==> config.mk <==
export PLATFORM = sky130hd
export DESIGN_NAME = rgb_timing_gen
export DESIGN_NICKNAME = d
export VERILOG_FILES = /design/src/rtl/rgb_timing_gen.sv
export SDC_FILE = /design/constraint.sdc
export NUM_CORES = 1
export LEC_CHECK = 0
export ABC_AREA = 1
export CAP_MARGIN = 5
export CORE_AREA = 5 5 180 182
export DETAILED_ROUTE_END_ITERATION = 6
export DIE_AREA = 0 0 185 187
export PLACE_DENSITY = 0.75
export SLEW_MARGIN = 25
export SYNTH_ARGS = -nofsm -noshare
export SYNTH_HDL_FRONTEND = slang
export SYNTH_SLANG_ARGS = --single-unit
==> constraint.sdc <==
create_clock -name rgb_clk -period 11.99 [get_ports rgb_clk]
set_clock_uncertainty 0.15 [all_clocks]
set_input_delay 3.597 -clock rgb_clk [delete_from_list [all_inputs] [get_ports rgb_clk]]
set_output_delay 3.597 -clock rgb_clk [all_outputs]
set_load 0.01 [all_outputs]
==> src/rtl/rgb_timing_gen.sv <==
// Runtime-programmable RGB/LCD timing generator: HS/VS/DE, pixel coordinates and a leading
// pixel-fetch request, with timing/polarity reloads taking effect only at frame boundaries.
module rgb_timing_gen #(
    parameter int CNT_W      = 12,
    parameter int DEF_H_ACT  = 800,
    parameter int DEF_H_FP   = 40,
    parameter int DEF_H_SYNC = 128,
    parameter int DEF_H_BP   = 88,
    parameter int DEF_V_ACT  = 480,
    parameter int DEF_V_FP   = 1,
    parameter int DEF_V_SYNC = 3,
    parameter int DEF_V_BP   = 21,
    parameter bit DEF_HS_POL = 1'b0,
    parameter bit DEF_VS_POL = 1'b0,
    parameter int PRE_REQ    = 2
) (
    input  logic             rgb_clk,
    input  logic             rst,
    input  logic             en,
    input  logic             cfg_wr,
    input  logic [CNT_W-1:0] cfg_h_act,
    input  logic [CNT_W-1:0] cfg_h_fp,
    input  logic [CNT_W-1:0] cfg_h_sync,
    input  logic [CNT_W-1:0] cfg_h_bp,
    input  logic [CNT_W-1:0] cfg_v_act,
    input  logic [CNT_W-1:0] cfg_v_fp,
    input  logic [CNT_W-1:0] cfg_v_sync,
    input  logic [CNT_W-1:0] cfg_v_bp,
    input  logic             cfg_hs_pol,
    input  logic             cfg_vs_pol,
    output logic             cfg_pending,
    output logic             running,
    output logic             rgb_hs,
    output logic             rgb_vs,
    output logic             rgb_de,
    output logic             data_req,
    output logic [CNT_W-1:0] rgb_x,
    output logic [CNT_W-1:0] rgb_y,
    output logic             frame_start,
    output logic             line_start
);

    typedef struct packed {
        logic [CNT_W-1:0] h_act;
        logic [CNT_W-1:0] h_fp;
        logic [CNT_W-1:0] h_sync;
        logic [CNT_W-1:0] h_bp;
        logic [CNT_W-1:0] v_act;
        logic [CNT_W-1:0] v_fp;
        logic [CNT_W-1:0] v_sync;
        logic [CNT_W-1:0] v_bp;
        logic             hs_pol;
        logic             vs_pol;
    } timing_t;

    timing_t def_set, cfg_set, applied, pending;

    assign def_set = '{h_act: CNT_W'(DEF_H_ACT), h_fp: CNT_W'(DEF_H_FP),
                       h_sync: CNT_W'(DEF_H_SYNC), h_bp: CNT_W'(DEF_H_BP),
                       v_act: CNT_W'(DEF_V_ACT), v_fp: CNT_W'(DEF_V_FP),
                       v_sync: CNT_W'(DEF_V_SYNC), v_bp: CNT_W'(DEF_V_BP),
                       hs_pol: DEF_HS_POL, vs_pol: DEF_VS_POL};

    assign cfg_set = '{h_act: cfg_h_act, h_fp: cfg_h_fp, h_sync: cfg_h_sync, h_bp: cfg_h_bp,
                       v_act: cfg_v_act, v_fp: cfg_v_fp, v_sync: cfg_v_sync, v_bp: cfg_v_bp,
                       hs_pol: cfg_hs_pol, vs_pol: cfg_vs_pol};

    logic [CNT_W-1:0] h_cnt, v_cnt;
    logic [CNT_W-1:0] h_sync_end, h_start, h_tot;
    logic [CNT_W-1:0] v_sync_end, v_start, v_tot;
    logic [CNT_W:0]   h_ahead;
    logic             h_last, v_last, boundary, apply;
    logic             hs_act, vs_act, h_de, v_de, de_now, req_now;

    always_comb begin
        h_sync_end = applied.h_fp + applied.h_sync;
        h_start    = h_sync_end + applied.h_bp;
        h_tot      = h_start + applied.h_act;
        v_sync_end = applied.v_fp + applied.v_sync;
        v_start    = v_sync_end + applied.v_bp;
        v_tot      = v_start + applied.v_act;
        h_last     = (h_cnt == h_tot - 1'b1);
        v_last     = (v_cnt == v_tot - 1'b1);
        boundary   = h_last && v_last;
        // Stopped: the applied set simply tracks any write, so config lands immediately.
        apply      = !running || boundary;
        hs_act     = (h_cnt >= applied.h_fp) && (h_cnt < h_sync_end);
        vs_act     = (v_cnt >= applied.v_fp) && (v_cnt < v_sync_end);
        h_de       = (h_cnt >= h_start);
        v_de       = (v_cnt >= v_start);
        de_now     = h_de && v_de;
        // Compare h+PRE_REQ against the active window so no subtraction can underflow.
        h_ahead    = {1'b0, h_cnt} + (CNT_W+1)'(PRE_REQ);
        req_now    = v_de && (h_ahead >= {1'b0, h_start}) && (h_ahead < {1'b0, h_tot});
    end

    always_ff @(posedge rgb_clk or posedge rst) begin
        if (rst) begin
            applied     <= def_set;
            pending     <= def_set;
            cfg_pending <= 1'b0;
            h_cnt       <= '0;
            v_cnt       <= '0;
            running     <= 1'b0;
        end else begin
            if (cfg_wr)
                pending <= cfg_set;
            if (apply) begin
                applied     <= cfg_wr ? cfg_set : pending;
                cfg_pending <= 1'b0;
            end else if (cfg_wr) begin
                cfg_pending <= 1'b1;
            end

            if (!running) begin
                h_cnt   <= '0;
                v_cnt   <= '0;
                running <= en;
            end else if (h_last) begin
                h_cnt <= '0;
                if (v_last) begin
                    v_cnt   <= '0;
                    running <= en;
                end else begin
                    v_cnt <= v_cnt + 1'b1;
                end
            end else begin
                h_cnt <= h_cnt + 1'b1;
            end
        end
    end

    always_ff @(posedge rgb_clk or posedge rst) begin
        if (rst) begin
            rgb_hs      <= ~DEF_HS_POL;
            rgb_vs      <= ~DEF_VS_POL;
            rgb_de      <= 1'b0;
            data_req    <= 1'b0;
            rgb_x       <= '0;
            rgb_y       <= '0;
            frame_start <= 1'b0;
            line_start  <= 1'b0;
        end else if (!running) begin
            rgb_hs      <= ~applied.hs_pol;
            rgb_vs      <= ~applied.vs_pol;
            rgb_de      <= 1'b0;
            data_req    <= 1'b0;
            rgb_x       <= '0;
            rgb_y       <= '0;
            frame_start <= 1'b0;
            line_start  <= 1'b0;
        end else begin
            rgb_hs      <= hs_act ? applied.hs_pol : ~applied.hs_pol;
            rgb_vs      <= vs_act ? applied.vs_pol : ~applied.vs_pol;
            rgb_de      <= de_now;
            data_req    <= req_now;
            rgb_x       <= de_now ? h_cnt - h_start : '0;
            rgb_y       <= de_now ? v_cnt - v_start : '0;
            frame_start <= (h_cnt == '0) && (v_cnt == '0);
            line_start  <= (h_cnt == '0);
        end
    end

endmodule

---- Word-level counts from Yosys, hierarchy flattened ----
Cells that the tools add are included.
cells by class
  reductions and logical operators ........ 12
  bitwise operators ....................... 2
  add/sub/neg operators ................... 13
  muxes and demuxes ....................... 23
  eq/ne operators ......................... 3
  $lt $le $gt $ge ......................... 8
operator list
  cell                   count
  $mux 12                9
  $mux 98                1
  $add 12x12->12         6
  $ge 12x12->1           4
  $add 12x1->12 const B  2
  $eq 12x12->1           2
  $logic_not 12->1       2
  $lt 12x12->1           2
  $sub 12x1->12 const B  2
  $sub 12x12->12         2
  $add 12x2->13 const B  1
  $ge 13x12->1           1
  $lt 13x12->1           1
  $mux 1                 13
  $logic_and 1x1->1      7
  $ne 2x1->1 const B     1
  $not 1->1              2
  $reduce_bool 2->1      1
  $logic_not 1->1        1
  $logic_or 1x1->1       1
storage, ports and cells
  input port bits ......................... 102
  flip-flop bits (word level) ............. 252

---- Logic depth before layout (Yosys ltp) ----
Gate-level depths: netlist of run 1.
  depth after elaboration ................. 8
  depth in mapped cells ................... 35

---- Worst setup path after synthesis of run 1 ----
No wires, ideal clock.
  kind .................................... input to register
  start point ............................. input cfg_wr
  end point ............................... register applied[88] (netlist bit)
  path slack .............................. 6.695 ns
  stages on the path ...................... 6
  setup time .............................. 0.116 ns
  arrival ................................. 5.029 ns
  data required time ...................... 11.724 ns
  cells stage by stage .................... clkbuf_1 clkbuf_1 clkbuf_1 mux2_2 nand3_1 nand2_1
between the ends
  cells in the longest elaborated chain, start to end .. 1
ends and longest elaborated chain
  item                  line  text
  from (decl)           20    input logic cfg_wr,
  $mux 98               n/a
  to (signal assigned)  99    applied <= def_set;
  to (signal assigned)  109   applied <= cfg_wr ? cfg_set : pending;
  to (decl)             56    timing_t def_set, cfg_set, applied, pending;
Every way passes these cells.
A chain may end at the register's enable or synchronous reset.

---- Worst setup path after layout of run 1 ----
  start point ............................. register applied[26] (netlist bit)
  end point ............................... register applied[33] (netlist bit)
between the ends
  cells in the longest elaborated chain, start to end .. 7
ends and longest elaborated chain
  item               line  text
  $add 12x12->12     79    v_sync_end = applied.v_fp + applied.v_sync;
  $add 12x12->12     80    v_start = v_sync_end + applied.v_bp;
  $add 12x12->12     81    v_tot = v_start + applied.v_act;
  $sub 12x1->12      83    v_last = (v_cnt == v_tot - 1'b1);
  $eq 12x12->1       83
  $logic_and 1x1->1  84    boundary = h_last && v_last;
  $logic_or 1x1->1   86    apply = !running || boundary;
Every way passes these cells.

==> flow_metrics.py, run 1 <==
metrics = {
    "critical_path": {
        "path_class": "reg2reg",
        "slowest_stage": "nand2_4",
        "end_kind": "flip-flop",
        "regToRegStartpoint": "applied[26]",
        "worst_ep_required_time_ns": 12.31,
        "crit_start": "applied[26]",
        "start_kind": "flip-flop",
        "cpPeakStageDelay_ns": 0.77,
        "crit_path_max_fanout": 59,
        "critPathArrivalTime_ns": 7.13,
    },
    "detailed_routing": {
        "drt_wl_total_um": 39480,
        "via_per_inst": 5.389,
        "dr.pass1.iters": 7,
        "drc_errors": 0,
        "via_count": 13550,
        "wl_per_cell_um": 15.70,
        "drtIter0Drc": 879,
        "ant_nets": 0,
    },
    "power_and_ir_drop": {
        "peakVddDrop_mv": 0.08708,
        "p_leak_uw": 0.009420,
        "power_uw": 1859,
        "powerDensity_nw_per_um2": 97.21,
    },
    "floorplanning": {
        "ioPinCount": 134,
        "dieArea_sq_um": 34600,
        "fp.dieW_um": 185,
        "start_util_pct": 54.50,
        "std_cell_rows": 64,
        "core_sq_um": 30430,
        "die_h_um": 187,
    },
    "clocking": {
        "hold_buffers": 0,
        "cts_max_level": 1,
        "post_cts_buffers": 0,
        "clock_sinks": 252,
        "cts_max_path_buffers": 3,
        "numCtsBuffers": 26,
        "clkLatencyLatePin_ns": 0.54,
        "root_buffer": "clkbuf_16",
        "cts_resized": 0,
        "cts_tree": "done",
        "clk_pin_slew_ns": 0.06,
    },
    "synth": {
        "yosys_warnings": 0,
        "syn_area_sq_um": 16580,
        "yosysTopAreaCellShare_pct": 31.99,
        "yosysTopAreaCell": "dfrtp_1",
        "ys_async_sr_fraction_pct": 100.0,
        "synth_nets": 2269,
        "syn_inst": 1983,
        "postSynthAreaPerCell_sq_um": 8.363,
        "yosysMostFrequentCell": "nand2_1",
        "synth-seq-cells": 252,
        "synth_cell_type_count": 43,
        "synthTopCellsByCount": "nand2_1 (491), inv_1 (245), dfrtp_1 (212)",
        "synth.area.top_cells": "dfrtp_1 (32%), ha_1 (13%), nand2_1 (11%), mux2_2 (6.7%), dfstp_2 (6.3%)",
        "synth_edf_count": 0,
        "ys.flop_type": "dfrtp_1",
        "synth-seq-area-share_pct": 38.33,
    },
    "place": {
        "post_dp_cell_area_sq_um": 18200,
        "place.gp.congestion": 0.9293,
        "dp_hpwl_um": 30100,
        "port_buffers": 133,
    },
    "finish": {
        "post-route-util_pct": 62.85,
        "nets": 2384,
        "fin_area_sq_um": 19120,
        "areaGrowthSynthToFinish_pct": 15.32,
        "fillers": 2564,
        "diodes": 0,
        "drive_gt1_share_pct": 10.01,
    },
    "sta": {
        "hold_viol": 0,
        "rsz0062_at_grt": "false",
        "fin_setup_tns_ns": 0,
        "finalSetupViolations": 0,
        "fin_crit_sh_pct": 56.79,
        "max_slew_margin_pct": 38.28,
        "fmax_mhz": 146.9,
        "worst_pin_slew_ns": 0.9258,
        "min_period_ns": 6.810,
        "drv_slew": 0,
    },
    "run": {
        "maxCapViolCount": 0,
    },
    "status": {
        "status": "finished, final reports clean",
    },
    "worst_hold_path": {
        "hold_path.class": "reg2reg",
        "min_from": "applied[0]",
    },
    "global_route": {
        "antenna_found_initial": 0,
        "grt_usage_pct": 22.59,
        "grt_first_pass_wirelength_um": 65550,
        "grt_pass1_vias": 13590,
        "grt-ovfl-total": 0,
        "grt_max_degree": 101,
    },
}
-- power breakdown --
part           total [uW]  leakage, uW  switching (uW)  internal, uW
combinational         107      0.00620            47.4          59.3
sequential            896      0.00276            8.07           888
clock                 856     0.000450             344           512
-- logic make-up after synthesis --
family	Yosys count	synth area share [%]
buffers and inverters	301	7.273
muxes	98	6.655
adders and majority gates	184	14.24
and+or+nand+nor	891	23.06
xor gates and xnor gates	83	4.384
DFF	252	38.33
AOI/OAI and AO/OA	174	6.059
-- flip-flops by register name, indices dropped and copies added, names as in the netlist, 12 cells and up --
register	count
applied	98
pending	98
h_cnt	12
rgb_x	12
rgb_y	12
v_cnt	12
-- routing by layer --
| metal | vias to the layer above | GRT usage [%] | share of wire, % |
|---|---|---|---|
| met3 | 48 | 3.189 | 5.7 |
| met1 | 6417 | 33.63 | 49 |
| li1 | 6742 | - | - |
| met2 | 341 | 35.34 | 43 |
| met5 | - | 0 | 0 |
| met4 | 0 | 4.743 | 1.8 |
-- cells in the final DEF (no fill, tap or decap), types with 34 or more instances in the layout --
| cell type | n |
|---|---|
| clkdlybuf4s50_1 | 132 |
| nand2_1 | 490 |
| inv_1 | 244 |
| nand4_1 | 43 |
| ha_1 | 176 |
| dfrtp_1 | 212 |
| dfstp_2 | 40 |
| a21oi_1 | 88 |
| nand3_1 | 191 |
| mux2_2 | 98 |
| xor2_1 | 68 |
| o21ai_0 | 34 |
| nor2_1 | 115 |
-- final timing paths --
check / to / cells after the start / slack (ns)
worst min register to register: rgb_vs / 1 / 0.28
max in group asynchronous: applied[42] / 3 / 6.94
min in group asynchronous: pending[1] / 2 / 3.43
worst max-delay path: applied[33] / 28 / 5.18
worst max register to register: applied[33] / 28 / 5.18
worst min-delay path: rgb_vs / 1 / 0.28
-- layout make-up --
| cell class | count | area [sq um] | share of cell area [%] |
|---|---|---|---|
| Clock inverter | 13 | 187.7 | 0.9814 |
| Inverter | 248 | 938.4 | 4.907 |
| Clock buffer | 35 | 724.4 | 3.788 |
| Timing Repair Buffer | 140 | 1385 | 7.242 |
| Sequential cell | 252 | 6356 | 33.24 |
| Multi-Input combinational cell | 1430 | 9037 | 47.26 |
| Tap cell | 396 | 495.5 | 2.591 |
-- through the flow --
stage          worst slack [ns]  instances  hold WS, ns
2_1_floorplan             1.381       1983       0.2574
3_3_place_gp              5.276       2466       0.2726
3_5_place_dp              5.019       2466       0.2815
4_1_cts                   4.972       2514       0.2864
5_1_grt                   4.597       2514       0.3072
6_report                  5.180       2514       0.2843
-- critical path: cells and delay by family (launching register included) --
kind	cells	cell delay, ns
compound gates	7	1.06
xor+xnor	2	0.57
fa+ha+maj	5	1.30
buf+inv	3	0.71
flops	1	0.55
simple gates	11	2.37
(Power assumes the default switching activity.)
==> run 2, diff against run 1 <==
--- a/config.mk
+++ b/config.mk
@@ -7,10 +7,10 @@
 export LEC_CHECK = 0
 export ABC_AREA = 1
 export CAP_MARGIN = 5
-export CORE_AREA = 5 5 180 182
+export CORE_AREA = 5 5 182 184
 export DETAILED_ROUTE_END_ITERATION = 6
-export DIE_AREA = 0 0 185 187
-export PLACE_DENSITY = 0.75
+export DIE_AREA = 0 0 187 189
+export PLACE_DENSITY = 0.77
 export SLEW_MARGIN = 25
 export SYNTH_ARGS = -nofsm -noshare
 export SYNTH_HDL_FRONTEND = slang
==> constraint.sdc (replaced) <==
create_clock -name rgb_clk -period 6.2 [get_ports rgb_clk]
set_clock_uncertainty 0.15 [all_clocks]
set_input_delay 1.86 -clock rgb_clk [delete_from_list [all_inputs] [get_ports rgb_clk]]
set_output_delay 1.86 -clock rgb_clk [all_outputs]
set_load 0.01 [all_outputs]
==> run 2 against run 1 <==
Compared with the run above: wire length is 5.4% higher; hold slack better by 0.0051 ns; sequential share of layout area is 0.58 points lower; total power is 96% higher; global-route usage is 0.23 points higher; register-to-register slack worse by 4.7 ns; final cell count is 0.95% higher; worst setup slack worse by 4.7 ns; critical endpoint is now applied[1].
==> flow_metrics.py, run 2 (same netlist as run 1, synthesis figures left out) <==
metrics = {
    "status": {
        "status": "finished, final reports clean",
    },
    "critical_path": {
        "critPathTopFamily": "adder cells",
        "path_depth": 31,
        "slowest_stage": "fa_1",
        "cpPeakStageDelay_ns": 0.42,
        "r2r_setup_slack_ns": 0.44,
        "critPathArrivalTime_ns": 6.04,
        "worst_ep_required_time_ns": 6.48,
        "path_class": "reg2reg",
        "crit_path_max_fanout": 40,
        "path_buf_inv": 4,
        "start_kind": "flip-flop",
        "end_kind": "flip-flop",
        "worstRegToRegCells": 31,
    },
    "detailed_routing": {
        "drtIter0Drc": 1002,
        "ant_nets": 0,
        "drc_errors": 0,
        "drt_wl_total_um": 41600,
        "wl_per_cell_um": 16.39,
        "via_count": 13930,
        "dr.pass1.iters": 6,
        "via_per_inst": 5.487,
    },
    "clocking": {
        "clkLatencyLatePin_ns": 0.55,
        "cts_max_level": 1,
        "clk_pin_slew_ns": 0.07,
        "numCtsBuffers": 26,
        "cts_tree": "done",
        "clock_sinks": 252,
        "root_buffer": "clkbuf_16",
        "cts_max_path_buffers": 3,
    },
    "floorplanning": {
        "start_util_pct": 53.10,
        "core_sq_um": 31230,
        "ioPinCount": 134,
        "std_cell_rows": 65,
        "die_h_um": 189,
        "dieArea_sq_um": 35340,
        "fp.dieW_um": 187,
    },
    "place": {
        "place.gp.congestion": 0.9258,
        "dp_hpwl_um": 31090,
        "dp.cells": 2484,
        "port_buffers": 133,
    },
    "finish": {
        "multiInputGateArea_sq_um": 9050,
        "top_regs": "applied x98, pending x98",
        "drive_gt1_share_pct": 11.14,
        "areaGrowthSynthToFinish_pct": 17.38,
        "diodes": 0,
        "layout.cells.non_filler": 2538,
        "nets": 2402,
        "fillers": 2604,
        "regArea_sq_um": 6356,
        "final_common_cell": "nand2_1",
        "final_cell_mix": "nand2_1 (490), inv_1 (244), dfrtp_1 (212)",
        "post-route-util_pct": 62.33,
    },
    "sta": {
        "whs_ns": 0.2894,
        "max_slew_margin_pct": 37.09,
        "fin_crit_sh_pct": 92.96,
        "fin_setup_tns_ns": 0,
        "finalSetupViolations": 0,
        "fmax_mhz": 173.5,
        "worst_pin_slew_ns": 0.9436,
        "min_period_ns": 5.763,
        "drv_slew": 0,
        "hold_viol": 0,
    },
    "global_route": {
        "antenna_found_initial": 0,
        "grt_max_degree": 85,
        "grt_pass1_vias": 13710,
        "grt_usage_pct": 22.82,
        "grt-ovfl-total": 0,
        "grt_first_pass_wirelength_um": 67750,
    },
    "power_and_ir_drop": {
        "power_uw": 3646,
        "peakVddDrop_mv": 0.1883,
        "p_leak_uw": 0.009588,
        "powerDensity_nw_per_um2": 187.3,
    },
    "worst_hold_path": {
        "hold_path_depth": 1,
        "hold_path.class": "reg2reg",
    },
    "run": {
        "maxCapViolCount": 0,
    },
}
## run 2: cell types whose count changed in the layout (fill, tap and decap cells not counted), sizes merged
cell	change
inv	+2
clkinv	-3
buf	+16
clkinvlp	+4
clkbuf	-1
## run 2: timing repair
item | in CTS | in global routing
hold buffers | 0 | 0
setup buffers | 0 | 4
resized for setup | 0 | 12
setup endpoints to repair | 0 | 104
## run 2: worst paths after layout
| path | start | endpoint |
|---|---|---|
| min reg2reg | applied[0] | rgb_vs |
| max reg2reg | applied[14] | applied[1] |
| min | applied[0] | rgb_vs |
| min in group asynchronous | rst | pending[37] |
| max | applied[14] | applied[1] |
| max in group asynchronous | rst | pending[94] |
## run 2: cell type report
cell class / instances / share of cell area [%]
inverter: 248 / 4.801
multi-input combinational: 1430 / 46.49
clock inverter: 16 / 1.041
clock buffer: 32 / 3.773
tap: 402 / 2.584
timing repair buffer: 158 / 8.658
sequential: 252 / 32.65
## run 2: worst reg2reg max path: cells and delay by family, from the launching register on
kind	cells	cell delay (ns)
xor gates and xnor gates	3	0.67
AOI/OAI and AO/OA	7	1.07
DFF	1	0.39
buffers and inverters	4	0.45
adders and majority gates	5	1.56
and+or+nand+nor	12	1.36
## run 2: power by group
group	switching, uW	internal [uW]
sequential	16.7	1720
clock	683	1010
combinational	95.5	120
total	795	2850
## run 2: metrics by stage
stage | area [sq um] | setup WS [ns]
6_report | 19470 | 0.4368
2_1_floorplan | 16590 | 0.9070
3_3_place_gp | 18370 | 0.5269
5_1_grt | 19470 | -0.05088
4_1_cts | 19340 | 0.3151
3_5_place_dp | 18400 | 0.3545
## run 2: layer usage
metal	vias up	wire length (um)	GRT usage [%]	share of wire [%]
li1	6791	-	-	-
met1	6652	19920	33.32	48
met2	416	18370	36.41	44
met3	67	2424	2.931	5.8
met4	0	895	5.603	2.2
met5	-	0	0	0
==> run 3, diff against run 2 <==
--- a/config.mk
+++ b/config.mk
@@ -10,6 +10,7 @@
 export CORE_AREA = 5 5 182 184
 export DETAILED_ROUTE_END_ITERATION = 6
 export DIE_AREA = 0 0 187 189
+export GPL_TIMING_DRIVEN = 0
 export PLACE_DENSITY = 0.77
 export SLEW_MARGIN = 25
 export SYNTH_ARGS = -nofsm -noshare
==> run 3 against run 2 <==
Compared with the run above: die area stayed put; wire length is 6.4% higher; combinational power rose by 5%; cell area grew 0.67%; largest cell class unchanged; count of clock-buffer cells in the layout increased by 2; sequential power about the same; largest power group unchanged.
==> flow_metrics.py, run 3 (same netlist as run 1, synthesis figures left out) <==
metrics = {
    "sta": {
        "max_slew_margin_pct": 41.63,
        "min_period_ns": 5.865,
        "fmax_mhz": 170.5,
        "fin_crit_sh_pct": 94.60,
        "drv_slew": 0,
        "hold_viol": 0,
        "worst_pin_slew_ns": 0.8756,
        "whs_ns": 0.3080,
        "finalSetupViolations": 0,
    },
    "critical_path": {
        "regToRegStartpoint": "applied[14]",
        "worst_ep_required_time_ns": 6.56,
        "start_kind": "flip-flop",
        "crit_path_max_fanout": 10,
        "cpMostUsedCell": "ha_1",
        "r2r_setup_slack_ns": 0.33,
        "path_class": "reg2reg",
        "slowest_stage": "fa_1",
        "worstRegToRegCells": 30,
        "end_kind": "flip-flop",
        "cpPeakStageDelay_ns": 0.40,
        "critPathArrivalTime_ns": 6.22,
        "timing.rr.end": "applied[51]",
    },
    "clocking": {
        "clkLatencyLatePin_ns": 0.57,
        "numCtsBuffers": 26,
        "cts_max_level": 1,
        "clk_pin_slew_ns": 0.07,
        "cts_max_path_buffers": 3,
        "root_buffer": "clkbuf_16",
        "cts_tree": "done",
        "clock_sinks": 252,
    },
    "place": {
        "dp.cells": 2525,
        "dp_hpwl_um": 35310,
        "place.gp.congestion": 0.9188,
        "port_buffers": 132,
    },
    "global_route": {
        "grt_max_degree": 34,
        "grt-ovfl-total": 0,
        "grt_first_pass_wirelength_um": 72460,
        "grt_pass1_vias": 14170,
        "grt_usage_pct": 24.87,
        "antenna_found_initial": 0,
    },
    "detailed_routing": {
        "via_count": 14000,
        "drtIter0Drc": 808,
        "ant_nets": 0,
        "dr_wl_met2_um": 19540,
        "via_per_inst": 5.427,
        "wl_per_cell_um": 17.17,
        "routed-wl-met3_um": 2540,
        "dr.pass1.iters": 6,
        "drt_wl_total_um": 44280,
        "drc_errors": 0,
        "drt-met1-wl_um": 20860,
        "routed.top_layer": "met4",
    },
    "floorplanning": {
        "die_h_um": 189,
        "ioPinCount": 134,
        "dieArea_sq_um": 35340,
        "core_sq_um": 31230,
        "fp.dieW_um": 187,
        "std_cell_rows": 65,
        "start_util_pct": 53.10,
    },
    "finish": {
        "fillers": 2679,
        "regArea_sq_um": 6356,
        "top_regs": "applied x98, pending x98",
        "nets": 2443,
        "multiInputGateArea_sq_um": 9112,
        "final_cell_mix": "nand2_1 (489), inv_1 (244), dfrtp_1 (212)",
        "diodes": 0,
        "layout.cells.non_filler": 2579,
        "areaGrowthSynthToFinish_pct": 18.17,
        "final_common_cell": "nand2_1",
        "drive_gt1_share_pct": 12.22,
    },
    "status": {
        "status": "finished, final reports clean",
    },
    "power_and_ir_drop": {
        "powerDensity_nw_per_um2": 180.1,
        "p_leak_uw": 0.009669,
        "peakVddDrop_mv": 0.2297,
    },
    "worst_hold_path": {
        "hold_path_depth": 1,
        "hold_path.class": "reg2reg",
        "min_from": "applied[0]",
        "hold_end": "rgb_vs",
    },
    "run": {
        "maxCapViolCount": 0,
    },
}
[run 3: cell count changes in the layout (fill, tap and decap cells not counted), sizes merged]
cell | before | now
clkinv | 6 | 8
bufinv | 4 | 1
buf | 24 | 38
inv | 250 | 249
clkbuf | 34 | 63
[run 3: worst max path at each step]
stage	endpoint	startpoint	slack, ns
CTS	applied[56]	applied[62]	0.009
global route	applied[96]	applied[14]	-0.02
floorplan	applied[0]	rst	0.91
detailed placement	applied[30]	applied[62]	0.01
global placement	rgb_x[5]	rst	-0.80
finish	applied[51]	applied[14]	0.33
[run 3: per-stage QoR]
step	TNS (ns)	total power (uW)	setup slack, ns	instance area [sq um]	utilization (%)
after CTS	0	3559	0.008759	19430	62.22
after detailed placement	0	1990	0.01401	18570	59.47
after global placement	-161.36	1969	-0.7953	18410	58.95
after global routing	-0.04587	3651	-0.02003	19600	62.75
final	0	3530	0.3349	19600	62.75
after floorplan	0	1872	0.9070	16590	-
[run 3: layer usage]
layer | vias to the layer above | GRT usage [%]
met1 | 6649 | 35.77
met2 | 392 | 39.44
met5 | - | 0
met4 | 0 | 7.053
met3 | 78 | 3.687
li1 | 6876 | -
[run 3: power breakdown]
group / switching (uW) / internal (uW)
sequential: 15.8 / 1720
clock: 698 / 873
combinational: 101 / 125
total: 815 / 2710
[run 3: layout make-up]
class | count | area share (%)
Sequential cell | 252 | 32.44
Multi-Input combinational cell | 1430 | 46.50
Inverter | 248 | 4.770
Clock inverter | 14 | 0.7087
Clock buffer | 34 | 3.678
Timing Repair Buffer | 146 | 7.790
Buffer | 53 | 1.552
Tap cell | 402 | 2.567
[run 3: worst max-delay path: cells and delay by family (launching register included)]
kind                     cells  cell delay, ns
adder cells (fa/ha/maj)      5            1.59
AND/OR/NAND/NOR             11            1.27
XOR/XNOR                     3            0.68
flip-flops                   1            0.39
AO/OA/AOI/OAI                7            1.09
buffers and inverters        4            0.63
[run 3: repair_timing]
action / 4_1_cts / 5_1_grt
hold buffers: 0 / 0
pin swaps: 0 / 7
setup endpoints to repair: 1 / 139
resized for setup: 1 / 40
endpoints found under the hold margin: 0 / 0
cloned: 0 / 0
setup buffers: 0 / 6
